`config.mk`:
```
export PLATFORM = sky130hd
export DESIGN_NAME = id_ex_stage_reg_flat
export DESIGN_NICKNAME = d
export VERILOG_FILES = /design/src/rtl/riscv_pipe_pkg.sv /design/src/rtl/id_ex_stage_reg_if.sv /design/src/rtl/load_use_detect.sv /design/src/rtl/id_ex_stage_reg.sv /design/src/flat_wrapper.sv
export SDC_FILE = /design/constraint.sdc
export NUM_CORES = 1
export LEC_CHECK = 0
export ABC_AREA = 1
export CAP_MARGIN = 20
export CORE_ASPECT_RATIO = 1.75
export CORE_MARGIN = 2
export CORE_UTILIZATION = 41
export DETAILED_ROUTE_END_ITERATION = 6
export PLACE_DENSITY = 0.93
export SYNTH_ARGS = -nofsm -noshare
export SYNTH_HDL_FRONTEND = slang
export SYNTH_HIERARCHICAL = 1
export SYNTH_SLANG_ARGS = --single-unit
```
`constraint.sdc`:
```
create_clock -name clk -period 2.07 [get_ports clk]
set_input_delay 0.207 -clock clk [delete_from_list [all_inputs] [get_ports clk]]
set_output_delay 0.207 -clock clk [all_outputs]
set_load 0.02 [all_outputs]
```
`src/rtl/riscv_pipe_pkg.sv`:
```
// riscv_pipe_pkg: shared pipeline widths and the decoded control bundle
// used by ID/EX, EX/MEM and MEM/WB.
package riscv_pipe_pkg;
   localparam int XLEN    = 32;
   localparam int ALUOP_W = 4;
   typedef struct packed {
      logic               reg_write;
      logic               mem_read;
      logic               mem_write;
      logic               mem_to_reg;
      logic               alu_src;
      logic               branch;
      logic [ALUOP_W-1:0] alu_op;
   } ctrl_t;
   localparam ctrl_t CTRL_BUBBLE = '0;
endpackage

```
`src/rtl/id_ex_stage_reg_if.sv`:
```
// id_ex_stage_reg_if: decode-side inputs and registered ID/EX outputs;
// master is the decode/driver side, slave is the pipeline register.
interface id_ex_stage_reg_if;
   import riscv_pipe_pkg::*;
   logic               id_valid;
   logic [XLEN-1:0]    id_pc, id_rs1_data, id_rs2_data, id_imm;
   logic [4:0]         id_rs1, id_rs2, id_rd;
   logic               id_uses_rs1, id_uses_rs2;
   logic               id_RegWrite, id_MemRead, id_MemWrite, id_MemtoReg, id_ALUsrc, id_Branch;
   logic [ALUOP_W-1:0] id_ALUop;
   logic               ID_EX_valid;
   logic [XLEN-1:0]    ID_EX_pc, ID_EX_rs1_data, ID_EX_rs2_data, ID_EX_imm;
   logic [4:0]         ID_EX_Read_register1, ID_EX_Read_register2, ID_EX_Write_register;
   logic               ID_EX_RegWrite, ID_EX_MemRead, ID_EX_MemWrite, ID_EX_MemtoReg, ID_EX_ALUsrc, ID_EX_Branch;
   logic [ALUOP_W-1:0] ID_EX_ALUop;
   logic               hazard_stall;
   modport master (
      output id_valid, id_pc, id_rs1_data, id_rs2_data, id_imm, id_rs1, id_rs2, id_rd,
             id_uses_rs1, id_uses_rs2, id_RegWrite, id_MemRead, id_MemWrite, id_MemtoReg,
             id_ALUsrc, id_Branch, id_ALUop,
      input  ID_EX_valid, ID_EX_pc, ID_EX_rs1_data, ID_EX_rs2_data, ID_EX_imm,
             ID_EX_Read_register1, ID_EX_Read_register2, ID_EX_Write_register,
             ID_EX_RegWrite, ID_EX_MemRead, ID_EX_MemWrite, ID_EX_MemtoReg, ID_EX_ALUsrc,
             ID_EX_Branch, ID_EX_ALUop, hazard_stall
   );
   modport slave (
      input  id_valid, id_pc, id_rs1_data, id_rs2_data, id_imm, id_rs1, id_rs2, id_rd,
             id_uses_rs1, id_uses_rs2, id_RegWrite, id_MemRead, id_MemWrite, id_MemtoReg,
             id_ALUsrc, id_Branch, id_ALUop,
      output ID_EX_valid, ID_EX_pc, ID_EX_rs1_data, ID_EX_rs2_data, ID_EX_imm,
             ID_EX_Read_register1, ID_EX_Read_register2, ID_EX_Write_register,
             ID_EX_RegWrite, ID_EX_MemRead, ID_EX_MemWrite, ID_EX_MemtoReg, ID_EX_ALUsrc,
             ID_EX_Branch, ID_EX_ALUop, hazard_stall
   );
endinterface

```
`src/rtl/load_use_detect.sv`:
```
// load_use_detect: flags an instruction in decode that reads the destination
// of a load currently in EX; x0 destinations never match.
module load_use_detect (
   input  logic       ex_mem_read,
   input  logic [4:0] ex_rd,
   input  logic       id_valid,
   input  logic       id_uses_rs1,
   input  logic       id_uses_rs2,
   input  logic [4:0] id_rs1,
   input  logic [4:0] id_rs2,
   output logic       lu
);
   assign lu = ex_mem_read & (ex_rd != 5'd0) & id_valid &
               ((id_uses_rs1 & (ex_rd == id_rs1)) | (id_uses_rs2 & (ex_rd == id_rs2)));
endmodule

```
`src/rtl/id_ex_stage_reg.sv`:
```
// id_ex_stage_reg: ID/EX pipeline register with load-use bubble, flush and stall.
// Define ID_EX_PERF_CNT_EN to add saturating perf_bubbles/perf_flushes counters.
module id_ex_stage_reg
   import riscv_pipe_pkg::*;
(
   input  logic              clk,
   input  logic              rst_n,
   input  logic              ex_flush,
   input  logic              ext_stall,
   id_ex_stage_reg_if.slave  bus
`ifdef ID_EX_PERF_CNT_EN
   ,
   output logic [31:0]       perf_bubbles,
   output logic [31:0]       perf_flushes
`endif
);
   typedef struct packed {
      logic            valid;
      logic [XLEN-1:0] pc;
      logic [XLEN-1:0] rs1_data;
      logic [XLEN-1:0] rs2_data;
      logic [XLEN-1:0] imm;
      logic [4:0]      rs1;
      logic [4:0]      rs2;
      logic [4:0]      rd;
      ctrl_t           ctrl;
   } stage_t;
   stage_t q, d;
   logic   lu;
   load_use_detect u_lud (
      .ex_mem_read (q.ctrl.mem_read),
      .ex_rd       (q.rd),
      .id_valid    (bus.id_valid),
      .id_uses_rs1 (bus.id_uses_rs1),
      .id_uses_rs2 (bus.id_uses_rs2),
      .id_rs1      (bus.id_rs1),
      .id_rs2      (bus.id_rs2),
      .lu          (lu)
   );
   // an invalid decode slot still carries its fields but can never act
   assign d = '{
      valid:    bus.id_valid,
      pc:       bus.id_pc,
      rs1_data: bus.id_rs1_data,
      rs2_data: bus.id_rs2_data,
      imm:      bus.id_imm,
      rs1:      bus.id_rs1,
      rs2:      bus.id_rs2,
      rd:       bus.id_rd,
      ctrl:     bus.id_valid ? ctrl_t'{bus.id_RegWrite, bus.id_MemRead, bus.id_MemWrite,
                                       bus.id_MemtoReg, bus.id_ALUsrc, bus.id_Branch,
                                       bus.id_ALUop} : CTRL_BUBBLE
   };
   always_ff @(posedge clk or negedge rst_n)
      if (!rst_n)
         q <= '0;
      else if (ex_flush || (lu && !ext_stall))
         q <= '0;
      else if (!ext_stall)
         q <= d;
   assign bus.hazard_stall         = lu & ~ex_flush;
   assign bus.ID_EX_valid          = q.valid;
   assign bus.ID_EX_pc             = q.pc;
   assign bus.ID_EX_rs1_data       = q.rs1_data;
   assign bus.ID_EX_rs2_data       = q.rs2_data;
   assign bus.ID_EX_imm            = q.imm;
   assign bus.ID_EX_Read_register1 = q.rs1;
   assign bus.ID_EX_Read_register2 = q.rs2;
   assign bus.ID_EX_Write_register = q.rd;
   assign bus.ID_EX_RegWrite       = q.ctrl.reg_write;
   assign bus.ID_EX_MemRead        = q.ctrl.mem_read;
   assign bus.ID_EX_MemWrite       = q.ctrl.mem_write;
   assign bus.ID_EX_MemtoReg       = q.ctrl.mem_to_reg;
   assign bus.ID_EX_ALUsrc         = q.ctrl.alu_src;
   assign bus.ID_EX_Branch         = q.ctrl.branch;
   assign bus.ID_EX_ALUop          = q.ctrl.alu_op;
`ifdef ID_EX_PERF_CNT_EN
   always_ff @(posedge clk or negedge rst_n)
      if (!rst_n) begin
         perf_bubbles <= '0;
         perf_flushes <= '0;
      end else begin
         if (lu && !ex_flush && !ext_stall && perf_bubbles != '1)
            perf_bubbles <= perf_bubbles + 32'd1;
         if (ex_flush && perf_flushes != '1)
            perf_flushes <= perf_flushes + 32'd1;
      end
`endif
endmodule
```
`src/flat_wrapper.sv`:
```
// flat-port wrapper written by rule: the top's interface ports become plain ports
module id_ex_stage_reg_flat import riscv_pipe_pkg::*;
  (clk, rst_n, ex_flush, ext_stall, bus_id_valid, bus_id_pc, bus_id_rs1_data, bus_id_rs2_data, bus_id_imm, bus_id_rs1, bus_id_rs2, bus_id_rd, bus_id_uses_rs1, bus_id_uses_rs2, bus_id_RegWrite, bus_id_MemRead, bus_id_MemWrite, bus_id_MemtoReg, bus_id_ALUsrc, bus_id_Branch, bus_id_ALUop, bus_ID_EX_valid, bus_ID_EX_pc, bus_ID_EX_rs1_data, bus_ID_EX_rs2_data, bus_ID_EX_imm, bus_ID_EX_Read_register1, bus_ID_EX_Read_register2, bus_ID_EX_Write_register, bus_ID_EX_RegWrite, bus_ID_EX_MemRead, bus_ID_EX_MemWrite, bus_ID_EX_MemtoReg, bus_ID_EX_ALUsrc, bus_ID_EX_Branch, bus_ID_EX_ALUop, bus_hazard_stall);
  id_ex_stage_reg_if bus_i ();
  input  logic clk;
  input  logic rst_n;
  input  logic ex_flush;
  input  logic ext_stall;
  input wire logic [$bits(bus_i.id_valid)-1:0] bus_id_valid;
  input wire logic [$bits(bus_i.id_pc)-1:0] bus_id_pc;
  input wire logic [$bits(bus_i.id_rs1_data)-1:0] bus_id_rs1_data;
  input wire logic [$bits(bus_i.id_rs2_data)-1:0] bus_id_rs2_data;
  input wire logic [$bits(bus_i.id_imm)-1:0] bus_id_imm;
  input wire logic [$bits(bus_i.id_rs1)-1:0] bus_id_rs1;
  input wire logic [$bits(bus_i.id_rs2)-1:0] bus_id_rs2;
  input wire logic [$bits(bus_i.id_rd)-1:0] bus_id_rd;
  input wire logic [$bits(bus_i.id_uses_rs1)-1:0] bus_id_uses_rs1;
  input wire logic [$bits(bus_i.id_uses_rs2)-1:0] bus_id_uses_rs2;
  input wire logic [$bits(bus_i.id_RegWrite)-1:0] bus_id_RegWrite;
  input wire logic [$bits(bus_i.id_MemRead)-1:0] bus_id_MemRead;
  input wire logic [$bits(bus_i.id_MemWrite)-1:0] bus_id_MemWrite;
  input wire logic [$bits(bus_i.id_MemtoReg)-1:0] bus_id_MemtoReg;
  input wire logic [$bits(bus_i.id_ALUsrc)-1:0] bus_id_ALUsrc;
  input wire logic [$bits(bus_i.id_Branch)-1:0] bus_id_Branch;
  input wire logic [$bits(bus_i.id_ALUop)-1:0] bus_id_ALUop;
  output wire logic [$bits(bus_i.ID_EX_valid)-1:0] bus_ID_EX_valid;
  output wire logic [$bits(bus_i.ID_EX_pc)-1:0] bus_ID_EX_pc;
  output wire logic [$bits(bus_i.ID_EX_rs1_data)-1:0] bus_ID_EX_rs1_data;
  output wire logic [$bits(bus_i.ID_EX_rs2_data)-1:0] bus_ID_EX_rs2_data;
  output wire logic [$bits(bus_i.ID_EX_imm)-1:0] bus_ID_EX_imm;
  output wire logic [$bits(bus_i.ID_EX_Read_register1)-1:0] bus_ID_EX_Read_register1;
  output wire logic [$bits(bus_i.ID_EX_Read_register2)-1:0] bus_ID_EX_Read_register2;
  output wire logic [$bits(bus_i.ID_EX_Write_register)-1:0] bus_ID_EX_Write_register;
  output wire logic [$bits(bus_i.ID_EX_RegWrite)-1:0] bus_ID_EX_RegWrite;
  output wire logic [$bits(bus_i.ID_EX_MemRead)-1:0] bus_ID_EX_MemRead;
  output wire logic [$bits(bus_i.ID_EX_MemWrite)-1:0] bus_ID_EX_MemWrite;
  output wire logic [$bits(bus_i.ID_EX_MemtoReg)-1:0] bus_ID_EX_MemtoReg;
  output wire logic [$bits(bus_i.ID_EX_ALUsrc)-1:0] bus_ID_EX_ALUsrc;
  output wire logic [$bits(bus_i.ID_EX_Branch)-1:0] bus_ID_EX_Branch;
  output wire logic [$bits(bus_i.ID_EX_ALUop)-1:0] bus_ID_EX_ALUop;
  output wire logic [$bits(bus_i.hazard_stall)-1:0] bus_hazard_stall;
  assign bus_i.id_valid = bus_id_valid;
  assign bus_i.id_pc = bus_id_pc;
  assign bus_i.id_rs1_data = bus_id_rs1_data;
  assign bus_i.id_rs2_data = bus_id_rs2_data;
  assign bus_i.id_imm = bus_id_imm;
  assign bus_i.id_rs1 = bus_id_rs1;
  assign bus_i.id_rs2 = bus_id_rs2;
  assign bus_i.id_rd = bus_id_rd;
  assign bus_i.id_uses_rs1 = bus_id_uses_rs1;
  assign bus_i.id_uses_rs2 = bus_id_uses_rs2;
  assign bus_i.id_RegWrite = bus_id_RegWrite;
  assign bus_i.id_MemRead = bus_id_MemRead;
  assign bus_i.id_MemWrite = bus_id_MemWrite;
  assign bus_i.id_MemtoReg = bus_id_MemtoReg;
  assign bus_i.id_ALUsrc = bus_id_ALUsrc;
  assign bus_i.id_Branch = bus_id_Branch;
  assign bus_i.id_ALUop = bus_id_ALUop;
  assign bus_ID_EX_valid = bus_i.ID_EX_valid;
  assign bus_ID_EX_pc = bus_i.ID_EX_pc;
  assign bus_ID_EX_rs1_data = bus_i.ID_EX_rs1_data;
  assign bus_ID_EX_rs2_data = bus_i.ID_EX_rs2_data;
  assign bus_ID_EX_imm = bus_i.ID_EX_imm;
  assign bus_ID_EX_Read_register1 = bus_i.ID_EX_Read_register1;
  assign bus_ID_EX_Read_register2 = bus_i.ID_EX_Read_register2;
  assign bus_ID_EX_Write_register = bus_i.ID_EX_Write_register;
  assign bus_ID_EX_RegWrite = bus_i.ID_EX_RegWrite;
  assign bus_ID_EX_MemRead = bus_i.ID_EX_MemRead;
  assign bus_ID_EX_MemWrite = bus_i.ID_EX_MemWrite;
  assign bus_ID_EX_MemtoReg = bus_i.ID_EX_MemtoReg;
  assign bus_ID_EX_ALUsrc = bus_i.ID_EX_ALUsrc;
  assign bus_ID_EX_Branch = bus_i.ID_EX_Branch;
  assign bus_ID_EX_ALUop = bus_i.ID_EX_ALUop;
  assign bus_hazard_stall = bus_i.hazard_stall;
  id_ex_stage_reg u_core (.clk(clk), .rst_n(rst_n), .ex_flush(ex_flush), .ext_stall(ext_stall), .bus(bus_i));
endmodule
```
==> impl_results.html <==
<table>
<tr><th>Metric</th><th>Value</th></tr>
<tr><th colspan="2">CTS</th></tr>
<tr><td>Number of buffers between clock root and the deepest sink</td><td>2</td></tr>
<tr><td>Count of H-tree levels built during CTS</td><td>4</td></tr>
<tr><td>TritonCTS clock tree</td><td>built</td></tr>
<tr><td>Number of clock sinks</td><td>154</td></tr>
<tr><td>Register clock-pin slew on the reported worst setup and hold paths</td><td>70 ps</td></tr>
<tr><td>Worst skew pair latency</td><td>410 ps</td></tr>
<tr><td>CTS Buf Count</td><td>17</td></tr>
<tr><td>Cell at the root of the clock tree</td><td>clkbuf_16</td></tr>
<tr><th colspan="2">Worst setup path</th></tr>
<tr><td>Data required, critical path</td><td>2420 ps</td></tr>
<tr><td>Startpoint class of the critical path</td><td>register</td></tr>
<tr><td>Biggest cell delay along the critical path</td><td>440 ps</td></tr>
<tr><td>Category of the worst setup path capture point</td><td>register</td></tr>
<tr><td>Worst-case register-to-register setup slack</td><td>100 ps</td></tr>
<tr><td>CP Class</td><td>reg -&gt; reg</td></tr>
<tr><td>Critical path arrival</td><td>2310 ps</td></tr>
<tr><td>Library cell contributing the largest single delay on the critical path</td><td>dfrtp_2</td></tr>
<tr><td>R2R Path Start</td><td>u_core/bus.ID_EX_Write_register[4]</td></tr>
<tr><td>Reg-to-reg endpoint</td><td>u_core/bus.ID_EX_rs2_data[27]</td></tr>
<tr><td>Cell type with the highest occurrence count on the critical path</td><td>nand3_1</td></tr>
<tr><td>Cell-by-cell trace of the critical path</td><td>buf_4, nor3_1, nand3_1, nand3_1, a21oi_2, buf_4, nor2_4, buf_12, nand3_1, nand2_1</td></tr>
<tr><td>Highest net fanout along the worst path</td><td>60</td></tr>
<tr><td>Family of cells with the greatest summed delay on the critical path</td><td>simple AND/OR/NAND/NOR gates</td></tr>
<tr><td>Worst-case reg-to-reg path depth</td><td>10</td></tr>
<tr><td>Sum of buffers and inverters on the critical path</td><td>3</td></tr>
<tr><th colspan="2">Timing</th></tr>
<tr><td>Final setup fails</td><td>0</td></tr>
<tr><td>Maximum frequency from static timing analysis</td><td>0.509 GHz</td></tr>
<tr><td>Final Skew</td><td>10.9 ps</td></tr>
<tr><td>Tcrit/Tclk final</td><td>95.0%</td></tr>
<tr><td>Final Hold Vio Count</td><td>0</td></tr>
<tr><td>Final Max Tran Viols</td><td>0</td></tr>
<tr><td>Post-layout min period</td><td>1970 ps</td></tr>
<tr><td>Transition time of the tightest slew-check pin</td><td>513 ps</td></tr>
<tr><td>Crit path setup slack, layout</td><td>104 ps</td></tr>
<tr><td>RSZ-0062 raised after global routing</td><td>yes</td></tr>
<tr><td>Worst Hold Slack</td><td>323 ps</td></tr>
<tr><td>Slew HR</td><td>65.8%</td></tr>
<tr><th colspan="2">Final layout</th></tr>
<tr><td>Post-layout instance count excluding filler cells</td><td>1252</td></tr>
<tr><td>Final core utilization</td><td>68.3%</td></tr>
<tr><td>Number of diodes</td><td>0</td></tr>
<tr><td>Layout Area Growth over Synthesis</td><td>64.0%</td></tr>
<tr><td>Ratio of cells with drive above 1 in the final layout</td><td>6.10%</td></tr>
<tr><td>Final nets</td><td>1213</td></tr>
<tr><th colspan="2">Global route</th></tr>
<tr><td>Vias in the first global route</td><td>6380</td></tr>
<tr><td>Maximum number of pins on one net before global-route repair</td><td>66</td></tr>
<tr><td>GRT Total Usage</td><td>24.4%</td></tr>
<tr><td>GRT Residual Overflow</td><td>0</td></tr>
<tr><td>First-pass GRT wire length</td><td>32300 um</td></tr>
<tr><td>Number of antenna violations at the first check in global routing</td><td>0</td></tr>
<tr><th colspan="2">Synthesis</th></tr>
<tr><td>Synth warn</td><td>6</td></tr>
<tr><td>Sequential share of the synthesized area</td><td>60.7%</td></tr>
<tr><td>Net count after synthesis</td><td>908</td></tr>
<tr><td>Leading area contributor after synthesis</td><td>dfrtp_1</td></tr>
<tr><td>Top cell types by occurrence after synthesis</td><td>nand2_1 (347), nand3_1 (158), dfrtp_1 (154)</td></tr>
<tr><td>Register bit count reported by yosys</td><td>154</td></tr>
<tr><td>Post-synthesis instance total</td><td>748</td></tr>
<tr><td>Share of the synthesized area in the top cell type</td><td>60.7%</td></tr>
<tr><td>Async set or reset register ratio after synthesis</td><td>100%</td></tr>
<tr><td>Netlist area before placement</td><td>0.00635 mm^2</td></tr>
<tr><td>Cells taking the most area after synthesis</td><td>dfrtp_1 (61%), nand2_1 (21%), nand3_1 (12%)</td></tr>
<tr><td>Number of distinct standard cells referenced by the synthesized netlist</td><td>13</td></tr>
<tr><td>Number of enable flip-flop cells after synthesis</td><td>0</td></tr>
<tr><td>Most repeated cell in the gate-level netlist after synthesis</td><td>nand2_1</td></tr>
<tr><td>Most used flip-flop cell after synthesis</td><td>dfrtp_1</td></tr>
<tr><td>Mean instance size in the synthesized netlist</td><td>8.48 um^2</td></tr>
<tr><th colspan="2">Place</th></tr>
<tr><td>Port Buffers</td><td>314</td></tr>
<tr><td>Number of instances in the placed design</td><td>1217</td></tr>
<tr><td>Minimum setup slack after placement</td><td>-228 ps</td></tr>
<tr><td>DPL Wire Length</td><td>14600 um</td></tr>
<tr><td>Final RePlAce weighted congestion</td><td>0.872</td></tr>
<tr><th colspan="2">Power</th></tr>
<tr><td>Sw Ratio</td><td>27.1%</td></tr>
<tr><td>Leakage component of the power</td><td>5.20 nW</td></tr>
<tr><td>Maximum resistive drop on vdd</td><td>442 uV</td></tr>
<tr><td>Power density over the cells</td><td>743 mW/mm^2</td></tr>
<tr><td>Fraction of power consumed by the clock network</td><td>39.7%</td></tr>
<tr><td>Net switching power of the design</td><td>2.10 mW</td></tr>
<tr><td>Fraction of power consumed by sequential logic</td><td>42.4%</td></tr>
<tr><td>Total design power</td><td>7.73 mW</td></tr>
<tr><td>Power share of the combinational group</td><td>17.9%</td></tr>
<tr><td>Internal cell power</td><td>5.63 mW</td></tr>
<tr><th colspan="2">Drt</th></tr>
<tr><td>Pre-Repair DR Iteration Count</td><td>5</td></tr>
<tr><td>Routed wirelength normalized by instance count</td><td>16.2 um</td></tr>
<tr><td>Detailed Route Iter0 Violations</td><td>370</td></tr>
<tr><td>DRC violation count after routing</td><td>0</td></tr>
<tr><td>Via Count</td><td>6270</td></tr>
<tr><td>Final ANT Viol Nets</td><td>0</td></tr>
<tr><td>Via density per instance</td><td>5.01</td></tr>
<tr><td>Final wirelength</td><td>20300 um</td></tr>
<tr><th colspan="2">Hold path</th></tr>
<tr><td>Tightest Hold Check Type</td><td>in -&gt; async</td></tr>
<tr><th colspan="2">Die</th></tr>
<tr><td>Chip width</td><td>98.0 um</td></tr>
<tr><td>Cell Rows</td><td>60</td></tr>
<tr><td>Vertical extent of the die</td><td>169 um</td></tr>
<tr><td># IOs</td><td>315</td></tr>
<tr><td>Initial core utilization</td><td>41.6%</td></tr>
<tr><td>Placeable core area</td><td>0.0152 mm^2</td></tr>
<tr><td>Die area</td><td>0.0165 mm^2</td></tr>
<tr><th colspan="2">Run status</th></tr>
<tr><td>Result of the run</td><td>complete, no violations</td></tr>
<tr><th colspan="2">Run</th></tr>
<tr><td>Reported max-cap violation count</td><td>0</td></tr>
</table>
layout by cell type, fill, tap and decap left out, types with 2 or more instances in the layout:
cell and count:
nand2_1 346, clkdlybuf4s50_1 312, nand3_1 158, dfrtp_1 151, inv_1 24, clkbuf_16 17
buf_12 12, nor2_1 8, buf_4 7, clkinv_4 5, inv_6 3, buf_6 3
dfrtp_2 3, inv_8 2, clkbuf_8 2, inv_2 2, inv_4 2
flip-flops by register name, indices dropped and copies added, names as in the netlist, 4 cells and up:
signal,flops
u_core/bus.ID_EX_Read_register1,5
u_core/bus.ID_EX_rs1_data,32
u_core/bus.ID_EX_ALUop,4
u_core/bus.ID_EX_Read_register2,5
u_core/bus.ID_EX_pc,32
u_core/bus.ID_EX_imm,32
u_core/bus.ID_EX_rs2_data,32
u_core/bus.ID_EX_Write_register,5
metal layers:
metal	up-vias	wire length (um)	track usage, %	part of all wire (%)
met2	325	10400	41.5	51
met3	63	1430	5.41	7.0
met1	2913	7500	28.8	37
met5	-	0	0	0
li1	2969	-	-	-
met4	0	1010	12.7	5.0
power by group through the flow:
| stage | logic [mW] | clock network [mW] | registers (mW) |
|---|---|---|---|
| floorplan | 0.311 | 0 | 3.53 |
| global placement | 1.36 | 0 | 3.32 |
| detailed placement | 1.38 | 0 | 3.33 |
| CTS | 1.39 | 3.14 | 3.28 |
| global route | 1.48 | 3.27 | 3.30 |
| finish | 1.38 | 3.07 | 3.28 |
area by class of cell:
type / instances / area [um^2]
inverter: 28 / 110
clock buffer: 19 / 453
multi-input combinational: 517 / 2160
tap: 186 / 233
timing repair buffer: 335 / 3460
fill: 1125 / 4830
clock inverter: 13 / 135
sequential: 154 / 3860
cell families (layout without fill, tap and decap cells):
kind of cell,after synthesis,count (layout),synth area share (%)
buffers and inverters,77,395,5.42
flip-flops,154,154,60.7
AO/OA/AOI/OAI,1,1,0.0788
AND/OR/NAND/NOR,516,516,33.8
worst max path at each step:
| stage | start | to | slack [ps] | cells after the start |
|---|---|---|---|---|
| detailed placement | bus_id_rs1[4] | bus_hazard_stall | -230 | 10 |
| global placement | bus_id_rs1[4] | bus_hazard_stall | -210 | 10 |
| floorplan | u_core/bus.ID_EX_Write_register[3] | u_core/bus.ID_EX_pc[0] | 330 | 11 |
| finish | u_core/bus.ID_EX_Write_register[4] | u_core/bus.ID_EX_rs2_data[27] | 100 | 10 |
| global route | u_core/bus.ID_EX_Write_register[1] | bus_hazard_stall | -20 | 9 |
| CTS | u_core/bus.ID_EX_Write_register[1] | bus_hazard_stall | 50 | 9 |
repair_timing:
| action | 4_1_cts | 5_1_grt |
|---|---|---|
| hold buffers | 1 | 0 |
| endpoints found under the hold margin | 47 | 0 |
| endpoints found under the setup margin | 1 | 1 |
| buffers inserted | 0 | 2 |
| pin swaps | 0 | 6 |
| gates resized for setup | 7 | 6 |
stage by stage:
stage | setup TNS (ps) | cell area, um^2
finish | 0 | 10400
global route | -19.9 | 10400
CTS | 0 | 10400
detailed placement | -228 | 9770
global placement | -215 | 9770
floorplan | 0 | 6350
Power figures use the tool's default switching activity.
==> RTL edit: new RTL, config.mk and constraints unchanged <==
Set the package constant `ALUOP_W` to 6 (it was 4).
--- a/src/rtl/riscv_pipe_pkg.sv
+++ b/src/rtl/riscv_pipe_pkg.sv
@@ -2,7 +2,7 @@
 // used by ID/EX, EX/MEM and MEM/WB.
 package riscv_pipe_pkg;
    localparam int XLEN    = 32;
-   localparam int ALUOP_W = 4;
+   localparam int ALUOP_W = 6;
    typedef struct packed {
       logic               reg_write;
       logic               mem_read;
Ports: changed (resized bus_ID_EX_ALUop and bus_id_ALUop); port bits go from 315 to 319. No check against the original RTL was run, so the function may have changed too.
==> RTL edit against the unedited design <==
Synthesized cell count up 1.9%; routed wire length up 6.7%; power up 4.3%; area after synthesis up 3.3%; design area up 2.5%; sequential cell count up 2; setup slack worse by 0.045 ns; critical endpoint is now bus_hazard_stall.
==> RTL edit: results (changes against the unedited design) <==
yosysUniqueCellTypes: 14  # +1
gp_congestion: 0.879  # +0.80%
wl_per_cell_um: 16.9  # +4.5%
rr_startpoint: "u_core/bus.ID_EX_Write_register[3]"
cellLeakagePower_nw: 5.34  # +2.6%
grt_max_degree: 49  # -26%
yosys-top-cells-count: "352 x nand2_1, 160 x nand3_1, 156 x dfrtp_1"
post-dp-hpwl_um: 15400  # +5.4%
met3_usage_pct: 5.40  # about the same
grt_pass1_vias: 6317  # -0.99%
drt_iter0_markers: 405  # +9.5%
grt_util_met2_pct: 42.8  # +1.3 points
final_cell_count_no_fill: 1279  # +2.2%
cpLargestDelayFamily: "flip-flops"
mappedNetlistNets: 924  # +1.8%
avgViaCountPerCell: 5.01  # +0.11%
numPortBuffers: 318  # +1.3%
wl_met2_um: 11500  # +11%
rr_worst_depth: 11  # +1
wl_met3_um: 1240  # -13%
grt_pass1_wl_um: 32800  # +1.4%
dp_cells: 1241  # +2.0%
cp_max_fo: 4  # -93%
worstMarginPinSlew_ns: 0.449  # -0.0634 ns
status: "finished, final reports clean"
drive_gt1_share_pct: 6.97  # +0.87 points
arrival_ns: 1.80  # -0.51 ns
async_flop_share_pct: 100  # unchanged
finalClockSkew_ns: 0.00978  # -0.00112 ns
grt_util_met1_pct: 28.4  # -0.37 points
n_fill_cell: 1173  # +4.3%
wl_met1_um: 7980  # +6.5%
dpl-instance-area_mm2: 0.00995  # +1.8%
area_growth_pct: 62.6
dpl_worst_slack_ns: -0.161  # +0.0670 ns
ir_drop_mv: 0.583  # +32%
yosysSeqAreaShare_pct: 59.5  # -1.2 points
startpoint: "u_core/bus.ID_EX_Write_register[1]"
RTL edit: changes by cell type after synthesis, moves of 5 or more:
cell | before | now
buf_6 | 1 | 16
nand2_1 | 347 | 352
buf_2 | 35 | 22
buf_4 | 1 | 6
clkbuf_1 | 12 | 7
RTL edit: timing repair:
| item | in CTS | in global routing |
|---|---|---|
| pin swaps | 1 | 6 |
| endpoints found under the setup margin | 2 | 125 |
| endpoints found under the hold margin | 43 | 0 |
| resized for setup | 5 | 13 |
| buffers inserted | 3 | 2 |
| hold buffers | 1 | 0 |
RTL edit: power breakdown:
part | switching [mW] | total [mW] | leakage [nW] | internal, mW
sequential | 0.103 | 3.32 | 2.07 | 3.22
clock | 1.22 | 3.30 | 0.299 | 2.08
combinational | 0.712 | 1.43 | 2.97 | 0.721
total | 2.04 | 8.06 | 5.34 | 6.02
RTL edit: cell type report:
cell class | count | area share (%)
clock inverter | 11 | 1.56
tap | 189 | 2.22
multi-input combinational | 525 | 20.6
clock buffer | 21 | 4.32
timing repair buffer | 347 | 33.6
inverter | 30 | 1.10
sequential | 156 | 36.7
RTL edit: logic make-up (layout without fill, tap and decap cells):
kind of cell,count (synthesis),in the layout,synth area share [%]
buffers and inverters,81,409,7.23
AOI/OAI and AO/OA,1,1,0.0763
DFF,156,156,59.5
and+or+nand+nor,524,524,33.1
RTL edit: path summary, 6_finish.rpt:
path | end | slack, ns
worst max-delay path | bus_hazard_stall | 0.06
worst max register to register | u_core/bus.ID_EX_rs1_data[19] | 0.07
worst min-delay path | u_core/bus.ID_EX_imm[18] | 0.30
min in group clk | u_core/bus.ID_EX_pc[28] | 0.34
worst min register to register | u_core/bus.ID_EX_Read_register2[2] | 0.47
max in group asynchronous | u_core/bus.ID_EX_rs1_data[29] | 1.09
